[src/rtl/pipe_pkg.sv]
// Shared encodings and field widths for the MIPS pipeline control blocks.
package pipe_pkg;

   localparam int unsigned REG_W = 5;
   localparam logic [REG_W-1:0] REG_ZERO = 5'd0;

   typedef enum logic [1:0] {
      ST_RUN      = 2'd0,
      ST_MEM_WAIT = 2'd1,
      ST_ABORT    = 2'd2
   } state_t;

endpackage

[src/rtl/sat_counter.sv]
// Up-counter that sticks at all-ones instead of wrapping; synchronous clear.
module sat_counter #(
   parameter int unsigned W = 16
) (
   input  logic         clk,
   input  logic         clear,
   input  logic         inc,
   output logic [W-1:0] cnt
);

   always_ff @(posedge clk) begin
      if (clear) begin
         cnt <= '0;
      end else if (inc && (cnt != {W{1'b1}})) begin
         cnt <= cnt + W'(1);
      end
   end

endmodule

[src/rtl/hazard_stall_ctrl.sv]
// Hazard/stall sequencer for the 5-stage pipeline: load-use stalls, branch
// flushes, multi-cycle memory waits with timeout, and perf counters.
module hazard_stall_ctrl
   import pipe_pkg::*;
#(
   parameter int unsigned MEM_TIMEOUT = 64,
   parameter int unsigned CNT_W       = 16
) (
   input  logic             clk,
   input  logic             reset,
   input  logic [REG_W-1:0] ifIdRs,
   input  logic [REG_W-1:0] ifIdRt,
   input  logic             ifIdUsesRt,
   input  logic             idExMemRead,
   input  logic [REG_W-1:0] idExRt,
   input  logic             exBranchTaken,
   input  logic             exMemAccess,
   input  logic             memReady,
   output logic             pcWrite,
   output logic             ifIdWrite,
   output logic             ifIdFlush,
   output logic             idExBubble,
   output logic             pipeFreeze,
   output logic             memError,
   output logic [CNT_W-1:0] stallCount,
   output logic [CNT_W-1:0] flushCount
);

   localparam int unsigned WAIT_W = $clog2(MEM_TIMEOUT + 1);

   state_t            state;
   state_t            state_nxt;
   logic [WAIT_W-1:0] wait_cnt;
   logic [WAIT_W-1:0] wait_cnt_nxt;
   logic              err_nxt;
   logic              stall_inc;
   logic              flush_inc;
   logic              load_use;
   logic              mem_stall;

   // $0 is hard-wired, so a load targeting it can never feed a consumer.
   assign load_use = idExMemRead && (idExRt != REG_ZERO) &&
                     ((idExRt == ifIdRs) || (ifIdUsesRt && (idExRt == ifIdRt)));
   assign mem_stall = exMemAccess && !memReady;

   // Next-state and control decode.
   always_comb begin
      pcWrite      = 1'b1;
      ifIdWrite    = 1'b1;
      ifIdFlush    = 1'b0;
      idExBubble   = 1'b0;
      pipeFreeze   = 1'b0;
      state_nxt    = state;
      wait_cnt_nxt = wait_cnt;
      err_nxt      = memError;
      stall_inc    = 1'b0;
      flush_inc    = 1'b0;

      case (state)
         ST_RUN: begin
            if (mem_stall) begin
               pcWrite      = 1'b0;
               ifIdWrite    = 1'b0;
               pipeFreeze   = 1'b1;
               state_nxt    = ST_MEM_WAIT;
               wait_cnt_nxt = WAIT_W'(1);
               stall_inc    = 1'b1;
            end else if (exBranchTaken) begin
               // The ID instruction is squashed, so any load-use there is moot.
               ifIdFlush  = 1'b1;
               idExBubble = 1'b1;
               flush_inc  = 1'b1;
            end else if (load_use) begin
               pcWrite    = 1'b0;
               ifIdWrite  = 1'b0;
               idExBubble = 1'b1;
               stall_inc  = 1'b1;
            end
         end
         ST_MEM_WAIT: begin
            pcWrite      = 1'b0;
            ifIdWrite    = 1'b0;
            pipeFreeze   = 1'b1;
            stall_inc    = 1'b1;
            wait_cnt_nxt = wait_cnt + WAIT_W'(1);
            if (memReady) begin
               state_nxt = ST_RUN;
            end else if (wait_cnt == WAIT_W'(MEM_TIMEOUT - 1)) begin
               err_nxt   = 1'b1;
               state_nxt = ST_ABORT;
            end
         end
         ST_ABORT: begin
            pcWrite    = 1'b0;
            ifIdFlush  = 1'b1;
            idExBubble = 1'b1;
            state_nxt  = ST_RUN;
         end
         default: begin
            state_nxt = ST_RUN;
         end
      endcase

      if (reset) begin
         pcWrite    = 1'b0;
         ifIdWrite  = 1'b0;
         ifIdFlush  = 1'b1;
         idExBubble = 1'b1;
         pipeFreeze = 1'b0;
         stall_inc  = 1'b0;
         flush_inc  = 1'b0;
      end
   end

   always_ff @(posedge clk) begin
      if (reset) begin
         state    <= ST_RUN;
         wait_cnt <= '0;
         memError <= 1'b0;
      end else begin
         state    <= state_nxt;
         wait_cnt <= wait_cnt_nxt;
         memError <= err_nxt;
      end
   end

   sat_counter #(.W(CNT_W)) u_stall_cnt (
      .clk   (clk),
      .clear (reset),
      .inc   (stall_inc),
      .cnt   (stallCount)
   );

   sat_counter #(.W(CNT_W)) u_flush_cnt (
      .clk   (clk),
      .clear (reset),
      .inc   (flush_inc),
      .cnt   (flushCount)
   );

endmodule

[config.mk]
export PLATFORM = sky130hd
export DESIGN_NAME = hazard_stall_ctrl
export DESIGN_NICKNAME = d
export VERILOG_FILES = /design/src/rtl/pipe_pkg.sv /design/src/rtl/sat_counter.sv /design/src/rtl/hazard_stall_ctrl.sv
export SDC_FILE = /design/constraint.sdc
export NUM_CORES = 1
export LEC_CHECK = 0
export ABC_AREA = 1
export BUFFER_PORTS_ARGS = -buffer_cell sky130_fd_sc_hd__buf_2
export CAP_MARGIN = 10
export CORE_MARGIN = 8
export CORE_UTILIZATION = 50
export DETAILED_ROUTE_END_ITERATION = 10
export GPL_TIMING_DRIVEN = 0
export PLACE_DENSITY = 0.75
export SYNTH_ARGS = -nofsm -noshare
export SYNTH_HDL_FRONTEND = slang
export SYNTH_SLANG_ARGS = --single-unit
[constraint.sdc]
create_clock -name clk -period 2.2 [get_ports clk]
set_clock_uncertainty 0.15 [all_clocks]
set_input_delay 0.33 -clock clk [delete_from_list [all_inputs] [get_ports clk]]
set_output_delay 0.33 -clock clk [all_outputs]
set_load 0.02 [all_outputs]
==> results.py, run 1 <==
metrics = {
    "synth": {
        "synth_cell_type_count": 30,
        "ys_warn_count": 0,
        "synth_seq_cells": 42,
        "synth_area_mm2": 0.00254,
        "syn_inst": 390,
        "seq_area_frac_synth": 0.331,
        "synth_fp_nets": 418,
        "synth_area_per_cell_um2": 6.51,
    },
    "detailed_routing": {
        "wire_per_inst_um": 12.6,
        "postRouteAntennaNets": 0,
        "vias": 2759,
        "routed_wl_um": 6950,
        "drt_iter0_drc": 110,
        "drtPass1Iterations": 4,
        "drc": 0,
        "routed_via_density": 5.00,
    },
    "global_route": {
        "grt_first_pass_wirelength_um": 11300,
        "grt_usage": 0.184,
        "overflow": 0,
        "antenna_found_initial": 0,
        "grt_pass1_vias": 2497,
        "grt_max_degree": 13,
    },
    "worst_setup_path": {
        "end_kind": "primary output",
        "cp_max_fo": 3,
        "crit_path_top_delay_cell": "dfxtp_2",
        "start_kind": "register",
        "crit_chain": "inv_2 > ha_4 > inv_4 > nor2_4 > inv_2 > nor2_4 > or3_4 > a31o_4 > buf_6",
        "crit_required_ps": 1720,
        "critPathArrivalTime_ps": 1760,
        "crit_type": "register to primary output",
        "critPathMaxStageDelay_ps": 350,
    },
    "placed_design": {
        "hpwl_um": 4870,
        "placed_area_mm2": 0.00292,
        "port_buffers": 59,
        "place_congestion": 0.886,
    },
    "timing": {
        "period_minus_slack_ps": 2240,
        "rsz0062_at_grt": "true",
        "slew_viol_final": 0,
        "max_freq_mhz": 447,
        "period_share": 1.02,
        "fin_tns_setup_ps": -39.6,
        "maxSlewHeadroom": 0.573,
        "tightest_slew_ps": 634,
        "hold_violations": 0,
        "finalSetupViolCount": 1,
        "worst_slack_ps": -39.6,
    },
    "floorplanning": {
        "rows": 26,
        "initial_core_util": 0.506,
        "top_level_ports": 60,
        "die_x_um": 87.2,
        "die_area_mm2": 0.00761,
        "die_y_um": 87.2,
        "coreArea_mm2": 0.00501,
    },
    "clock_network": {
        "clk_path_buf_depth": 2,
        "cts_tree": "built",
        "clock-sinks": 42,
        "cts_hold_buf": 0,
        "clk_latency_ps": 300,
        "clock-root-buffer": "clkbuf_8",
        "cts_max_level": 2,
        "cts-buffers-inserted": 5,
        "clkTransAtPathRegs_ps": 80,
    },
    "layout": {
        "nNetsFinal": 509,
        "syn2layout_area_growth_pct": 29.1,
        "design_area_mm2": 0.00328,
        "post-route-util": 0.654,
        "num_antenna_cells": 0,
        "drive_gt1_frac": 0.249,
    },
    "pwr": {
        "p_per_area_mw_per_mm2": 543,
        "p_leak_nw": 1.50,
        "ir_drop_mv": 0.481,
    },
    "run_status": {
        "violations": "negative setup slack",
        "run_status": "finished with violations",
    },
    "flow_run": {
        "drv_cap": 0,
    },
    "worst_hold_path": {
        "min_path_type": "input port to register",
    },
}
[final timing paths]
| path | startpoint | to | slack (ps) | cells after the start |
|---|---|---|---|---|
| max reg2reg | state[0]$_SDFFE_PP0P_ | wait_cnt[0]$_SDFFE_PP0P_ | 110 | 13 |
| max | state[0]$_SDFFE_PP0P_ | idExBubble | -40 | 9 |
| min | memReady | state[1]$_SDFFE_PP0P_ | 210 | 4 |
| min reg2reg | memError$_SDFFE_PP0P_ | memError$_SDFFE_PP0P_ | 340 | 1 |
[cells in the mapped netlist]
master | number | area, um^2
a31o_2 | 1 | 8.76
nor2_1 | 44 | 165
nor3_4 | 1 | 16.3
nor3_2 | 2 | 20.0
nor3_1 | 14 | 70.1
buf_2 | 1 | 5.00
nand2_4 | 1 | 11.3
xor2_1 | 18 | 158
or3_1 | 1 | 6.26
ha_1 | 6 | 75.1
o21a_1 | 3 | 22.5
inv_2 | 1 | 3.75
o21ai_0 | 8 | 40.0
nand4_1 | 4 | 25.0
clkbuf_1 | 4 | 15.0
nand2_1 | 100 | 375
xnor2_1 | 5 | 43.8
nor2_2 | 1 | 6.26
nand3_1 | 35 | 175
nor3b_1 | 2 | 15.0
buf_6 | 1 | 11.3
buf_4 | 1 | 7.51
o21bai_1 | 1 | 7.51
a21oi_1 | 32 | 160
nand3b_1 | 1 | 7.51
inv_1 | 53 | 199
nor4_1 | 1 | 6.26
a311oi_1 | 1 | 8.76
nand2_2 | 5 | 31.3
dfxtp_1 | 42 | 841
[critical path, delay by kind of cell, from the launching register on]
kind                       cells  cell delay, ps
AOI/OAI and AO/OA              1             210
adders and majority gates      1             160
buffers and inverters          4             320
DFF                            1             350
and+or+nand+nor                3             410
[what timing repair did]
action	CTS	global route
pin swaps	4	5
cloned	0	0
setup endpoints to repair	4	19
buffers inserted	16	10
gates resized for setup	18	6
[power by group]
part | total, W | leakage, nW | switching (W) | internal, W
registers | 0.000800 | 0.340 | 0.0000201 | 0.000780
clock network | 0.000520 | 0.0482 | 0.000267 | 0.000253
logic | 0.000458 | 1.11 | 0.000256 | 0.000202
total | 0.00178 | 1.50 | 0.000543 | 0.00123
[final cells by class]
| type | instances | area (um^2) |
|---|---|---|
| inverter | 54 | 205 |
| clock inverter | 1 | 5.00 |
| fill | 448 | 1730 |
| multi-input combinational | 287 | 1510 |
| clock buffer | 7 | 86.3 |
| timing repair buffer | 84 | 495 |
| sequential | 42 | 845 |
| buffer | 7 | 38.8 |
| tap | 70 | 87.6 |
[sequential cells by signal (all words and copies together) (netlist names)]
| name | count |
|---|---|
| memError | 1 |
| state | 2 |
| u_stall_cnt.cnt | 16 |
| u_flush_cnt.cnt | 16 |
| wait_cnt | 7 |
[per-stage QoR]
| step | setup slack (ps) | hold WS [ps] | power [W] | cells |
|---|---|---|---|---|
| 2_1_floorplan | 101 | 306 | 0.00102 | 390 |
| 3_3_place_gp | -12.5 | 322 | 0.00111 | 519 |
| 3_5_place_dp | -44.0 | 326 | 0.00112 | 519 |
| 4_1_cts | -43.5 | 203 | 0.00174 | 543 |
| 5_1_grt | -88.9 | 245 | 0.00186 | 552 |
| 6_report | -39.6 | 213 | 0.00178 | 552 |
[cell usage in the layout, fill, tap and decap left out, drive strengths merged]
master and count:
o21bai 1, ha 6, nand3b 1, a311oi 1, nand3 35, a21oi 32, dfxtp 42, o21ai 8
nor3b 2, a31o 1, nor2 45, clkinv 1, buf 87, o21a 3, xor2 18, or3 1
nand4 4, nor3 17, inv 54, clkbuf 11, nand2 106, xnor2 5, nor4 1
[metal layers]
layer / wire [um] / vias to the layer above / share of wire / GRT usage
li1: - / 1423 / - / -
met1: 3010 / 1259 / 0.43 / 0.216
met2: 3510 / 65 / 0.51 / 0.323
met3: 318 / 12 / 0.046 / 0.0349
met4: 106 / 0 / 0.015 / 0.0641
met5: 0 / - / 0 / 0
[logic make-up after synthesis]
family	count (synthesis)	synth area share
and+or+nand+nor	212	0.367
buffers and inverters	61	0.0952
AOI/OAI and AO/OA	46	0.0976
DFF	42	0.331
xor gates and xnor gates	23	0.0794
adders and majority gates	6	0.0296
No activity file was read; power rests on OpenSTA's default activity.
==> run 2: changes to the inputs <==
--- a/config.mk
+++ b/config.mk
@@ -5,14 +5,13 @@
 export SDC_FILE = /design/constraint.sdc
 export NUM_CORES = 1
 export LEC_CHECK = 0
-export ABC_AREA = 1
 export BUFFER_PORTS_ARGS = -buffer_cell sky130_fd_sc_hd__buf_2
 export CAP_MARGIN = 10
 export CORE_MARGIN = 8
 export CORE_UTILIZATION = 50
 export DETAILED_ROUTE_END_ITERATION = 10
 export GPL_TIMING_DRIVEN = 0
-export PLACE_DENSITY = 0.75
+export PLACE_DENSITY = 0.76
 export SYNTH_ARGS = -nofsm -noshare
 export SYNTH_HDL_FRONTEND = slang
 export SYNTH_SLANG_ARGS = --single-unit
==> run 2 against run 1 <==
The run still ends with negative setup slack left; clock power grew 3%; count of clock-buffer cells in the layout shrank 1; via count shrank 19%; routed wire length shrank 14%; sequential power shrank 2%; non-clock buffer count shrank 15; core utilization grew 1.5 points; design area shrank 11%; worst hold slack lost 16 ps.
==> results.py, run 2 <==
metrics = {
    "worst_setup_path": {
        "r2r-end": "u_stall_cnt.cnt[11]$_SDFFE_PP0P_",
        "reg2reg_from": "state[1]$_SDFFE_PP0P_",
        "critical_path.endpoint": "idExBubble",
        "end_kind": "primary output",
        "crit_type": "register to primary output",
        "crit_required_ps": 1720,
        "r2r_slack_ps": 10,
        "start_kind": "register",
        "cp_max_fo": 5,
        "critPathArrivalTime_ps": 1740,
        "crit_path_start": "state[1]$_SDFFE_PP0P_",
        "reg2reg_depth": 9,
    },
    "clock_network": {
        "clkTransAtPathRegs_ps": 80,
        "clock-sinks": 42,
        "cts_max_level": 2,
        "clk_latency_ps": 310,
        "clock-root-buffer": "clkbuf_8",
        "cts_tree": "built",
        "clk_path_buf_depth": 2,
        "cts-buffers-inserted": 5,
    },
    "worst_hold_path": {
        "min_path_type": "input port to register",
        "worst_hold_startpoint": "memReady",
    },
    "layout": {
        "final_common_cell": "buf_2",
        "finalNonFillerCells": 397,
        "syn2layout_area_growth_pct": 29.1,
        "nNetsFinal": 372,
        "num_antenna_cells": 0,
        "design_area_mm2": 0.00291,
        "post-route-util": 0.669,
        "fill_cells": 372,
        "drive_gt1_frac": 0.293,
        "reg_top3": "u_flush_cnt.cnt: 16 flops, u_stall_cnt.cnt: 16 flops, wait_cnt: 7 flops",
        "final_cell_mix": "buf_2 (56), dfxtp_1 (40), nor2_1 (30), nand2_1 (15)",
    },
    "detailed_routing": {
        "routed_via_density": 5.62,
        "routed_wl_um": 5950,
        "drtPass1Iterations": 4,
        "drc": 0,
        "vias": 2232,
        "wire_per_inst_um": 15.0,
        "drt_iter0_drc": 158,
        "postRouteAntennaNets": 0,
    },
    "timing": {
        "period_minus_slack_ps": 2220,
        "finalSetupViolCount": 3,
        "hold_violations": 0,
        "rsz0062_at_grt": "true",
        "slew_viol_final": 0,
        "period_share": 1.01,
        "fin_tns_setup_ps": -29.0,
        "tightest_slew_ps": 641,
        "maxSlewHeadroom": 0.569,
        "worst_slack_ps": -15.2,
        "max_freq_mhz": 451,
    },
    "floorplanning": {
        "die_area_mm2": 0.00692,
        "top_level_ports": 60,
        "die_y_um": 83.2,
        "initial_core_util": 0.518,
        "die_x_um": 83.2,
        "coreArea_mm2": 0.00435,
        "rows": 24,
    },
    "placed_design": {
        "hpwl_um": 4290,
        "port_buffers": 59,
        "placed_area_mm2": 0.00264,
        "dp.cells": 383,
        "place_congestion": 0.848,
        "pre_cts_slack_ps": -400,
    },
    "synth": {
        "synth-edff-count": 0,
        "syn_inst": 272,
        "synth_area_mm2": 0.00226,
        "synth_simple_gate_area_frac": 0.275,
        "ys_warn_count": 0,
        "synth_top_family_by_area": "simple AND/OR/NAND/NOR gates",
        "synth_area_leaders": "dfxtp_1 (37%), xnor2_1 (5.4%), xor2_1 (5.4%)",
        "synth_top_area_share": 0.373,
        "synth_xor_area_frac": 0.109,
        "post-synth-top-count-cell": "dfxtp_1",
        "ys_async_sr_fraction": 0,
        "synth_seq_cells": 42,
        "seq_area_frac_synth": 0.373,
        "synthTopCellsByCount": "dfxtp_1 (42), nor2_1 (31), nand2_1 (15), nand3_1 (15)",
        "muxShareOfSynthArea": 0.0144,
        "synthAdderAreaFrac": 0.0333,
        "synth_area_per_cell_um2": 8.29,
        "synth_compound_area_frac": 0.148,
        "synth_fp_nets": 300,
        "synth_cell_type_count": 41,
        "yosysTopAreaCell": "dfxtp_1",
        "synth_ff_type": "dfxtp_1",
    },
    "global_route": {
        "antenna_found_initial": 0,
        "grt_usage": 0.170,
        "grt_max_degree": 14,
        "gr-usage-met2": 0.273,
        "grt_pass1_vias": 2217,
        "grt_first_pass_wirelength_um": 10100,
        "overflow": 0,
        "busiest_layer": "met2",
        "grt.met3_usage": 0.0537,
        "grt_util_met1": 0.210,
    },
    "pwr": {
        "p_sw_w": 0.000420,
        "p_comb_frac": 0.144,
        "p_int_w": 0.00112,
        "swShare": 0.273,
        "ir_drop_mv": 0.419,
        "p_per_area_mw_per_mm2": 528,
        "clock_power_share": 0.347,
        "seq_power_share": 0.509,
        "p_leak_nw": 1.19,
    },
    "flow_run": {
        "drv_cap": 0,
    },
    "run_status": {
        "run_status": "finished with violations",
        "violations": "negative setup slack",
    },
}
==> run 2: cell types whose count changed in the layout (fill, tap and decap cells not counted), sizes merged, moves of 7 or more <==
| cell | change |
|---|---|
| inv | -41 |
| o31ai | +7 |
| or4 | +9 |
| buf | -19 |
| nor2 | -14 |
| and3 | +8 |
| a21oi | -20 |
| xnor2 | +9 |
| nand3 | -20 |
| nand2 | -91 |
==> run 2: power groups by stage <==
stage | sequential [W] | clock [W] | combinational (W)
2_1_floorplan | 0.000806 | 0 | 0.000112
3_3_place_gp | 0.000800 | 0 | 0.000182
3_5_place_dp | 0.000800 | 0 | 0.000184
4_1_cts | 0.000782 | 0.000543 | 0.000215
5_1_grt | 0.000785 | 0.000567 | 0.000245
6_report | 0.000783 | 0.000534 | 0.000222
==> run 2: how the worst min path moves through the flow <==
stage | endpoint | slack, ps | cells past startpoint
4_1_cts | state[1]$_SDFFE_PP0P_ | 190 | 4
6_report | state[1]$_SDFFE_PP0P_ | 200 | 4
3_3_place_gp | memError$_SDFFE_PP0P_ | 310 | 2
2_1_floorplan | state[0]$_SDFFE_PP0P_ | 300 | 2
3_5_place_dp | state[0]$_SDFFE_PP0P_ | 330 | 2
5_1_grt | state[1]$_SDFFE_PP0P_ | 240 | 4
==> run 2: cells by family (layout without fill, tap and decap cells) <==
group           count (synthesis)  after routing
compound gates                 50             50
xor+xnor                       28             28
fa+ha+maj                       6              6
buf+inv                        25             98
flops                          42             42
mux                             3              3
simple gates                  118            118
==> run 2: cell type report <==
type	count	area (um^2)	share of cell area
clock buffer	6	82.6	0.0284
sequential	42	843	0.290
buffer	11	61.3	0.0211
timing repair buffer	65	369	0.127
multi-input combinational	205	1420	0.488
clock inverter	2	12.5	0.00430
inverter	14	56.3	0.0193
tap	52	65.1	0.0223
==> run 2: per-layer routing <==
metal / vias to the layer above / wire, um
li1: 1123 / -
met1: 1047 / 2730
met2: 56 / 2810
met3: 6 / 354
met4: 0 / 58
met5: - / 0
==> run 2: metrics by stage <==
stage	hold WS (ps)	power (W)
floorplan	299	0.000918
global placement	305	0.000982
detailed placement	335	0.000984
CTS	187	0.00154
global route	238	0.00160
finish	197	0.00154
==> run 2: repair_timing <==
item | CTS | global route
pin swaps | 6 | 0
hold buffers | 0 | 0
buffers inserted | 5 | 1
setup endpoints to repair | 19 | 19
resized for setup | 32 | 8
==> run 2: worst max-delay path, cell delays in order (launching register included) <==
cell,delay (ps)
dfxtp_2,340
inv_2,50
ha_4,180
and3_4,150
or3_4,330
or2_4,240
buf_6,130
